<file path="src/rtl/handshake_memory_rw.sv">
// handshake_memory_rw: N_ST store / N_LD load elastic ports in front of a small register array.
// Optional feature macro: HANDSHAKE_MEM_BOUNDS_CHECK_EN (drop/zero out-of-range accesses, sticky oob_err).
module handshake_memory_rw #(
  parameter int DATA_W = 64,
  parameter int ADDR_W = 64,
  parameter int DEPTH  = 4,
  parameter int N_ST   = 5,
  parameter int N_LD   = 2
) (
  input  logic                     clock,
  input  logic                     reset,
  input  logic [N_ST*DATA_W-1:0]   stData,
  input  logic [N_ST-1:0]          stData_valid,
  output logic [N_ST-1:0]          stData_ready,
  input  logic [N_ST*ADDR_W-1:0]   stAddr,
  input  logic [N_ST-1:0]          stAddr_valid,
  output logic [N_ST-1:0]          stAddr_ready,
  output logic [N_ST-1:0]          stDone_valid,
  input  logic [N_ST-1:0]          stDone_ready,
  input  logic [N_LD*ADDR_W-1:0]   ldAddr,
  input  logic [N_LD-1:0]          ldAddr_valid,
  output logic [N_LD-1:0]          ldAddr_ready,
  output logic [N_LD*DATA_W-1:0]   ldData,
  output logic [N_LD-1:0]          ldData_valid,
  input  logic [N_LD-1:0]          ldData_ready,
  output logic                     oob_err
);

  localparam int IDX_W = $clog2(DEPTH);

  logic [DATA_W-1:0] mem_r [DEPTH];
  logic [N_ST-1:0]   st_fire_s;
  logic [N_ST-1:0]   st_in_range_s;
  logic [N_LD-1:0]   ld_fire_s;
  logic [N_LD-1:0]   ld_in_range_s;
  logic [IDX_W-1:0]  st_idx_s [N_ST];
  logic [IDX_W-1:0]  ld_idx_s [N_LD];
  logic [DATA_W-1:0] ld_rd_s  [N_LD];
  logic              oob_hit_s;
  logic              unused_addr_s;

`ifdef HANDSHAKE_MEM_BOUNDS_CHECK_EN
  // DEPTH is a power of two, so "addr < DEPTH" means every bit above the index is zero.
  function automatic logic in_range(input logic [ADDR_W-1:0] addr);
    in_range = (addr[ADDR_W-1:IDX_W] == {(ADDR_W-IDX_W){1'b0}});
  endfunction
`endif

  // Address bits above the index only matter to the bounds check.
  assign unused_addr_s = ^{stAddr, ldAddr};

  assign stAddr_ready = st_fire_s;
  assign stData_ready = st_fire_s;
  assign ldAddr_ready = ~ldData_valid | ldData_ready;

  // Port handshakes, array indices and read-before-write load data.
  always_comb begin
    st_fire_s = stAddr_valid & stData_valid & (~stDone_valid | stDone_ready);
    ld_fire_s = ldAddr_valid & ldAddr_ready;
    for (int i = 0; i < N_ST; i++) begin
      st_idx_s[i] = stAddr[i*ADDR_W +: IDX_W];
`ifdef HANDSHAKE_MEM_BOUNDS_CHECK_EN
      st_in_range_s[i] = in_range(stAddr[i*ADDR_W +: ADDR_W]);
`else
      st_in_range_s[i] = 1'b1;
`endif
    end
    for (int j = 0; j < N_LD; j++) begin
      ld_idx_s[j] = ldAddr[j*ADDR_W +: IDX_W];
`ifdef HANDSHAKE_MEM_BOUNDS_CHECK_EN
      ld_in_range_s[j] = in_range(ldAddr[j*ADDR_W +: ADDR_W]);
`else
      ld_in_range_s[j] = 1'b1;
`endif
      if (ld_in_range_s[j]) begin
        ld_rd_s[j] = mem_r[ld_idx_s[j]];
      end else begin
        ld_rd_s[j] = {DATA_W{1'b0}};
      end
    end
    oob_hit_s = (|(st_fire_s & ~st_in_range_s)) | (|(ld_fire_s & ~ld_in_range_s));
  end

  // Array writes; descending scan so the lowest port index lands last and wins a collision.
  always_ff @(posedge clock) begin
    for (int i = N_ST-1; i >= 0; i--) begin
      if (!reset && st_fire_s[i] && st_in_range_s[i]) begin
        mem_r[st_idx_s[i]] <= stData[i*DATA_W +: DATA_W];
      end
    end
  end

  // One-entry completion-token buffer per store port.
  always_ff @(posedge clock) begin
    if (reset) begin
      stDone_valid <= {N_ST{1'b0}};
    end else begin
      stDone_valid <= st_fire_s | (stDone_valid & ~stDone_ready);
    end
  end

  // One-entry load result buffer per load port; data held while valid and not ready.
  always_ff @(posedge clock) begin
    for (int j = 0; j < N_LD; j++) begin
      if (reset) begin
        ldData_valid[j]              <= 1'b0;
        ldData[j*DATA_W +: DATA_W]   <= {DATA_W{1'b0}};
      end else if (ld_fire_s[j]) begin
        ldData_valid[j]              <= 1'b1;
        ldData[j*DATA_W +: DATA_W]   <= ld_rd_s[j];
      end else if (ldData_ready[j]) begin
        ldData_valid[j]              <= 1'b0;
      end else begin
        ldData_valid[j]              <= ldData_valid[j];
      end
    end
  end

  // Sticky out-of-range flag; never sets when the bounds check is compiled out.
  always_ff @(posedge clock) begin
    if (reset) begin
      oob_err <= 1'b0;
    end else begin
      oob_err <= oob_err | oob_hit_s;
    end
  end

endmodule

</file>
<file path="config.mk">
export PLATFORM = sky130hd
export DESIGN_NAME = handshake_memory_rw
export DESIGN_NICKNAME = d
export VERILOG_FILES = /design/src/rtl/handshake_memory_rw.sv
export SDC_FILE = /design/constraint.sdc
export NUM_CORES = 1
export LEC_CHECK = 0
export CAP_MARGIN = 0
export CORE_AREA = 8 8 354 356
export CTS_CLUSTER_SIZE = 40
export DETAILED_ROUTE_END_ITERATION = 10
export DIE_AREA = 0 0 362 364
export PLACE_DENSITY = 0.43
export SLEW_MARGIN = 10
export SYNTH_ARGS = -nofsm -noshare
export SYNTH_HDL_FRONTEND = slang
export SYNTH_SLANG_ARGS = --single-unit
</file>
<file path="constraint.sdc">
create_clock -name clock -period 9.12 [get_ports clock]
set_input_delay 0.912 -clock clock [delete_from_list [all_inputs] [get_ports clock]]
set_output_delay 0.912 -clock clock [all_outputs]
set_load 0.02 [all_outputs]
</file>
==> impl_metrics.ini, run 1 <==
[logic_synthesis]
seq_area_frac_synth_pct = 44.4
synthArstFlopShare_pct = 0
synth_top_cell_by_area = edfxtp_1
syn_inst = 2336
synthFlopType = edfxtp_1
syn_nets = 3125
synth_top_area_share_pct = 32.8
ys_seq_elements = 391
synth_edf_count = 256
synth.top_cells.by_area = edfxtp_1, mux4_2, dfxtp_1
ys_types = 55
syn_area_per_cell_sq_um = 10.0
yosysMostFrequentCell = nand2_1
netlist_area_sq_mm = 0.0234
yosys-top-cells-count = nand2_1, edfxtp_1, a22oi_1
yosysWarningCount = 0

[placement]
dp.cells = 4250
gp_congestion = 0.815
numPortBuffers = 501
dp_slack_ns = 3.36
dp_hpwl_mm = 93.7
postPlaceCellArea_sq_mm = 0.0298

[grt]
gr-usage-all-layers_pct = 21.3
antenna_found_initial = 82
grt_start_max_net_pins = 102
grt_pass1_vias = 23600
grt-ovfl-total = 0
grt_pass1_wl_mm = 200

[timing]
timing.final.crit_share_pct = 57.0
max_slew_margin_pct = 12.1
final_critical_path_setup_slack_ns = 3.92
skew_ns = 0.0317
worst_slew_pin_slew_ns = 1.32
slew_violations = 0
fin_crit_ns = 5.20
setup_violations = 0
whs_ns = 0.453
hold_viol = 0
rsz0062_at_grt = false
fmax_mhz = 192
fin_tns_setup_ns = 0

[route]
via_per_inst = 5.48
drtAntennaViolNets = 0
drc = 0
first_pass_iters = 6
drt_iter0_markers = 2848
wl_per_cell_um = 33.7
finalWirelength_mm = 148
vias = 24100

[die]
num_rows = 127
design.die.area_sq_mm = 0.132
start_util_pct = 19.6
dieHeight_um = 364
core_sq_mm = 0.119
die_w_um = 362
pin_count = 937

[setup_path]
critPathLaunchType = input port
critPathTopFamily = simple AND/OR/NAND/NOR gates
crit_type = in2reg
worstPathCellList = clkdlybuf4s50_1 -> nand2_1 -> nor4b_4 -> buf_4 -> nor2b_4 -> nand2_4 -> buf_4
critPathSlowestCell = buf_4
crit_top_cell = buf_4
critPathArrivalTime_ns = 5.46
worstPathRequired_ns = 9.38
path_buf_inv = 3
crit_fanout = 48
critPathCaptureType = flip-flop
slowest_delay_ns = 0.92

[clock_tree]
clock-sinks = 391
post_cts_buffers = 0
cts_buffers = 54
cts.reportedPaths.clkPinSlew_ns = 0.06
cts_tree = built
clock_path_buffers = 3
cts_root_buf = clkbuf_16
clk_latency_ns = 0.66
cts_resized = 0
hold_buffers = 0
htreeDepth = 2

[power_and_ir_drop]
power_leakage_nw = 9.75
vdd_drop_max_v = 0.000139
power.total_mw = 5.19
p_per_area_mw_per_mm2 = 164

[cells_and_area]
final_nets = 3483
postLayoutCoreUtil_pct = 26.5
layout-drive-gt1-share_pct = 13.2
syn_to_final_growth_pct = 35.2
stdcell_count = 4392
stdcell_area_sq_mm = 0.0317

[outcome]
status = finished, final reports clean

[run]
max_cap_violations = 0

[worst_hold_path]
hp-class = reg2reg
-- final cells by class --
type,count,area (sq um)
clock buffer,84,1540
antenna,40,100
clock inverter,18,178
timing repair buffer,550,5400
tap,1612,2020
multi-input combinational,1692,12000
sequential,391,10400
fill,12700,87700
inverter,5,18.8
-- report_power, final --
part           switching, mW  total, mW  internal (mW)
clock                  0.909       2.10           1.20
sequential            0.0519       2.07           2.02
combinational          0.592       1.02          0.426
-- per-layer routing --
metal | wire (um) | vias to the layer above | part of all wire [%] | track usage [%]
met1 | 60000 | 11800 | 41 | 27.1
li1 | - | 10000 | - | -
met3 | 19000 | 411 | 13 | 9.21
met5 | 367 | - | 0.25 | 0
met4 | 5850 | 58 | 4.0 | 9.27
met2 | 62700 | 1763 | 42 | 31.3
-- sequential cells by signal, summed over array words and instances, names as in the netlist --
register and flops:
ldData 128, stDone_valid 5, ldData_valid 2, mem_r 256
-- kinds of logic after synthesis --
kind of cell,share of synthesized area (%)
mux,12.5
simple gates,10.8
compound gates,27.3
buf+inv,5.03
flops,44.4
other cells,0.0160
-- worst min-delay path, delay by kind of cell (launching register included) --
family          cells  cell delay (ns)
flops               1             0.31
simple gates        1             0.05
compound gates      1             0.05
-- worst paths after layout --
kind,from,to,slack (ns),cells past startpoint
min,ldData[70],ldData[70],0.45,2
min reg2reg,ldData[70],ldData[70],0.45,2
max,stData_valid[0],mem_r[3][35],3.92,7
max reg2reg,stDone_valid[0],mem_r[3][35],4.41,6
-- layout by cell type, fill, tap and decap left out, drive strengths merged, types with 4 or more instances in the layout --
cell type | netlist | layout
nand2 | 273 | 273
nor2 | 203 | 203
clkinv | 0 | 14
nor2b | 8 | 8
inv | 5 | 5
nand2b | 6 | 6
a22oi | 254 | 254
mux4 | 128 | 128
o22ai | 124 | 124
nor3 | 4 | 4
o221ai | 126 | 126
o21ai | 255 | 255
mux2i | 4 | 4
dfxtp | 135 | 135
o31ai | 66 | 66
or2 | 64 | 64
diode | 0 | 40
clkbuf | 135 | 85
clkdlybuf4s50 | 0 | 496
buf | 113 | 53
edfxtp | 256 | 256
nand4 | 5 | 5
a21oi | 139 | 139
Power figures use the tool's default switching activity.
==> run 2: changes to the inputs <==
clock period = 4.9 ns   (was 9.12 ns; I/O delays follow)
==> run 2 against run 1 <==
Register-to-register slack lost 2.5 ns. Clock skew shrank 0.0067 ns. Critical path depth shrank 4. Non-clock buffer count grew 10. Cell count is the same. Critical endpoint is now stData_ready[4]. Via count shrank 1.1%. Die area is the same. Sequential share of layout area shrank 0.24 points. Sequential power grew 86%. Critical path type is now reg2out. Count of clock-buffer cells in the layout shrank 5. Final area grew 0.75%. Global-route usage shrank 0.27 points.
==> impl_metrics.ini, run 2 (synthesis results as in run 1) <==
[setup_path]
worstPathCellList = nor2b_1 -> nor2_1 -> clkdlybuf4s50_1
critPathLaunchType = flip-flop
slowest_delay_ns = 0.78
path_buf_inv = 1
critPathCaptureType = output pin
worstPathRequired_ns = 4.41
crit_fanout = 4
critPathArrivalTime_ns = 2.88
critPathSlowestCell = clkdlybuf4s50_1
crit_type = reg2out
critPathTopFamily = simple AND/OR/NAND/NOR gates

[outcome]
status = finished, final reports clean

[worst_hold_path]
hp-class = in2reg

[route]
drt_iter0_markers = 2886
vias = 23800
first_pass_iters = 8
drc = 0
finalWirelength_mm = 146
via_per_inst = 5.42
wl_per_cell_um = 33.2
drtAntennaViolNets = 0

[timing]
rsz0062_at_grt = false
skew_ns = 0.0250
slew_violations = 0
worst_slew_pin_slew_ns = 1.05
fmax_mhz = 296
max_slew_margin_pct = 30.0
final_critical_path_setup_slack_ns = 1.53
fin_crit_ns = 3.37
fin_tns_setup_ns = 0
setup_violations = 0
whs_ns = 0.257
timing.final.crit_share_pct = 68.8
hold_viol = 0

[die]
pin_count = 937
die_w_um = 362
design.die.area_sq_mm = 0.132
num_rows = 127
start_util_pct = 19.6
core_sq_mm = 0.119
dieHeight_um = 364

[clock_tree]
htreeDepth = 2
cts_buffers = 53
cts.reportedPaths.clkPinSlew_ns = 0.06
cts_tree = built
clk_latency_ns = 0.64
hold_buffers = 0
post_cts_buffers = 0
cts_root_buf = clkbuf_16
clock-sinks = 391
clock_path_buffers = 3
cts_resized = 0

[placement]
dp.cells = 4260
dp_hpwl_mm = 94.1
postPlaceCellArea_sq_mm = 0.0301
dp_slack_ns = 1.00
numPortBuffers = 501
gp_congestion = 0.817

[grt]
grt_pass1_wl_mm = 198
antenna_found_initial = 68
grt-ovfl-total = 0
grt_pass1_vias = 23700
gr-usage-all-layers_pct = 21.0
grt_start_max_net_pins = 99

[run]
max_cap_violations = 0

[cells_and_area]
stdcell_count = 4392
final_nets = 3492
largest_reg_flops = 256
postLayoutCoreUtil_pct = 26.7
final_cell_mix = clkdlybuf4s50_1, nand2_1, edfxtp_1
syn_to_final_growth_pct = 36.3
layout-drive-gt1-share_pct = 13.5
stdcell_area_sq_mm = 0.0319
final_common_cell = clkdlybuf4s50_1

[power_and_ir_drop]
p_per_area_mw_per_mm2 = 303
power.total_mw = 9.67
power_leakage_nw = 9.87
vdd_drop_max_v = 0.000252
run 2: changes by cell type in the layout (fill, tap and decap cells not counted), moves of 5 or more:
| cell | previous run | this run |
|---|---|---|
| buf_12 | 1 | 16 |
| diode_2 | 40 | 32 |
| clkbuf_1 | 22 | 15 |
| buf_4 | 50 | 45 |
| clkinv_1 | 0 | 5 |
run 2: worst paths after layout:
kind	startpoint	end	slack, ns	cells after the start
max	stDone_valid[4]	stData_ready[4]	1.53	3
min	reset	ldData[4]	0.26	2
max reg2reg	stDone_valid[1]	mem_r[0][27]	1.87	5
min reg2reg	ldData[51]	ldData[51]	0.45	2
run 2: layer usage:
metal	GRT usage (%)	up-vias	part of all wire, %
li1	-	10000	-
met1	27.3	11700	41
met2	30.6	1723	42
met3	9.30	343	13
met4	7.76	46	3.8
met5	0	-	0.20
run 2: layout make-up:
cell class / instances / area, sq um
Multi-Input combinational cell: 1692 / 12000
Inverter: 5 / 18.8
Timing Repair Buffer: 560 / 5660
Tap cell: 1612 / 2020
Clock buffer: 79 / 1560
Clock inverter: 21 / 160
Sequential cell: 391 / 10400
Fill cell: 12700 / 87400
Antenna cell: 32 / 80.1
run 2: power breakdown:
part,total (mW),internal [mW],switching (mW)
Clock,3.90,2.24,1.66
Sequential,3.85,3.76,0.0924
Combinational,1.91,0.808,1.10
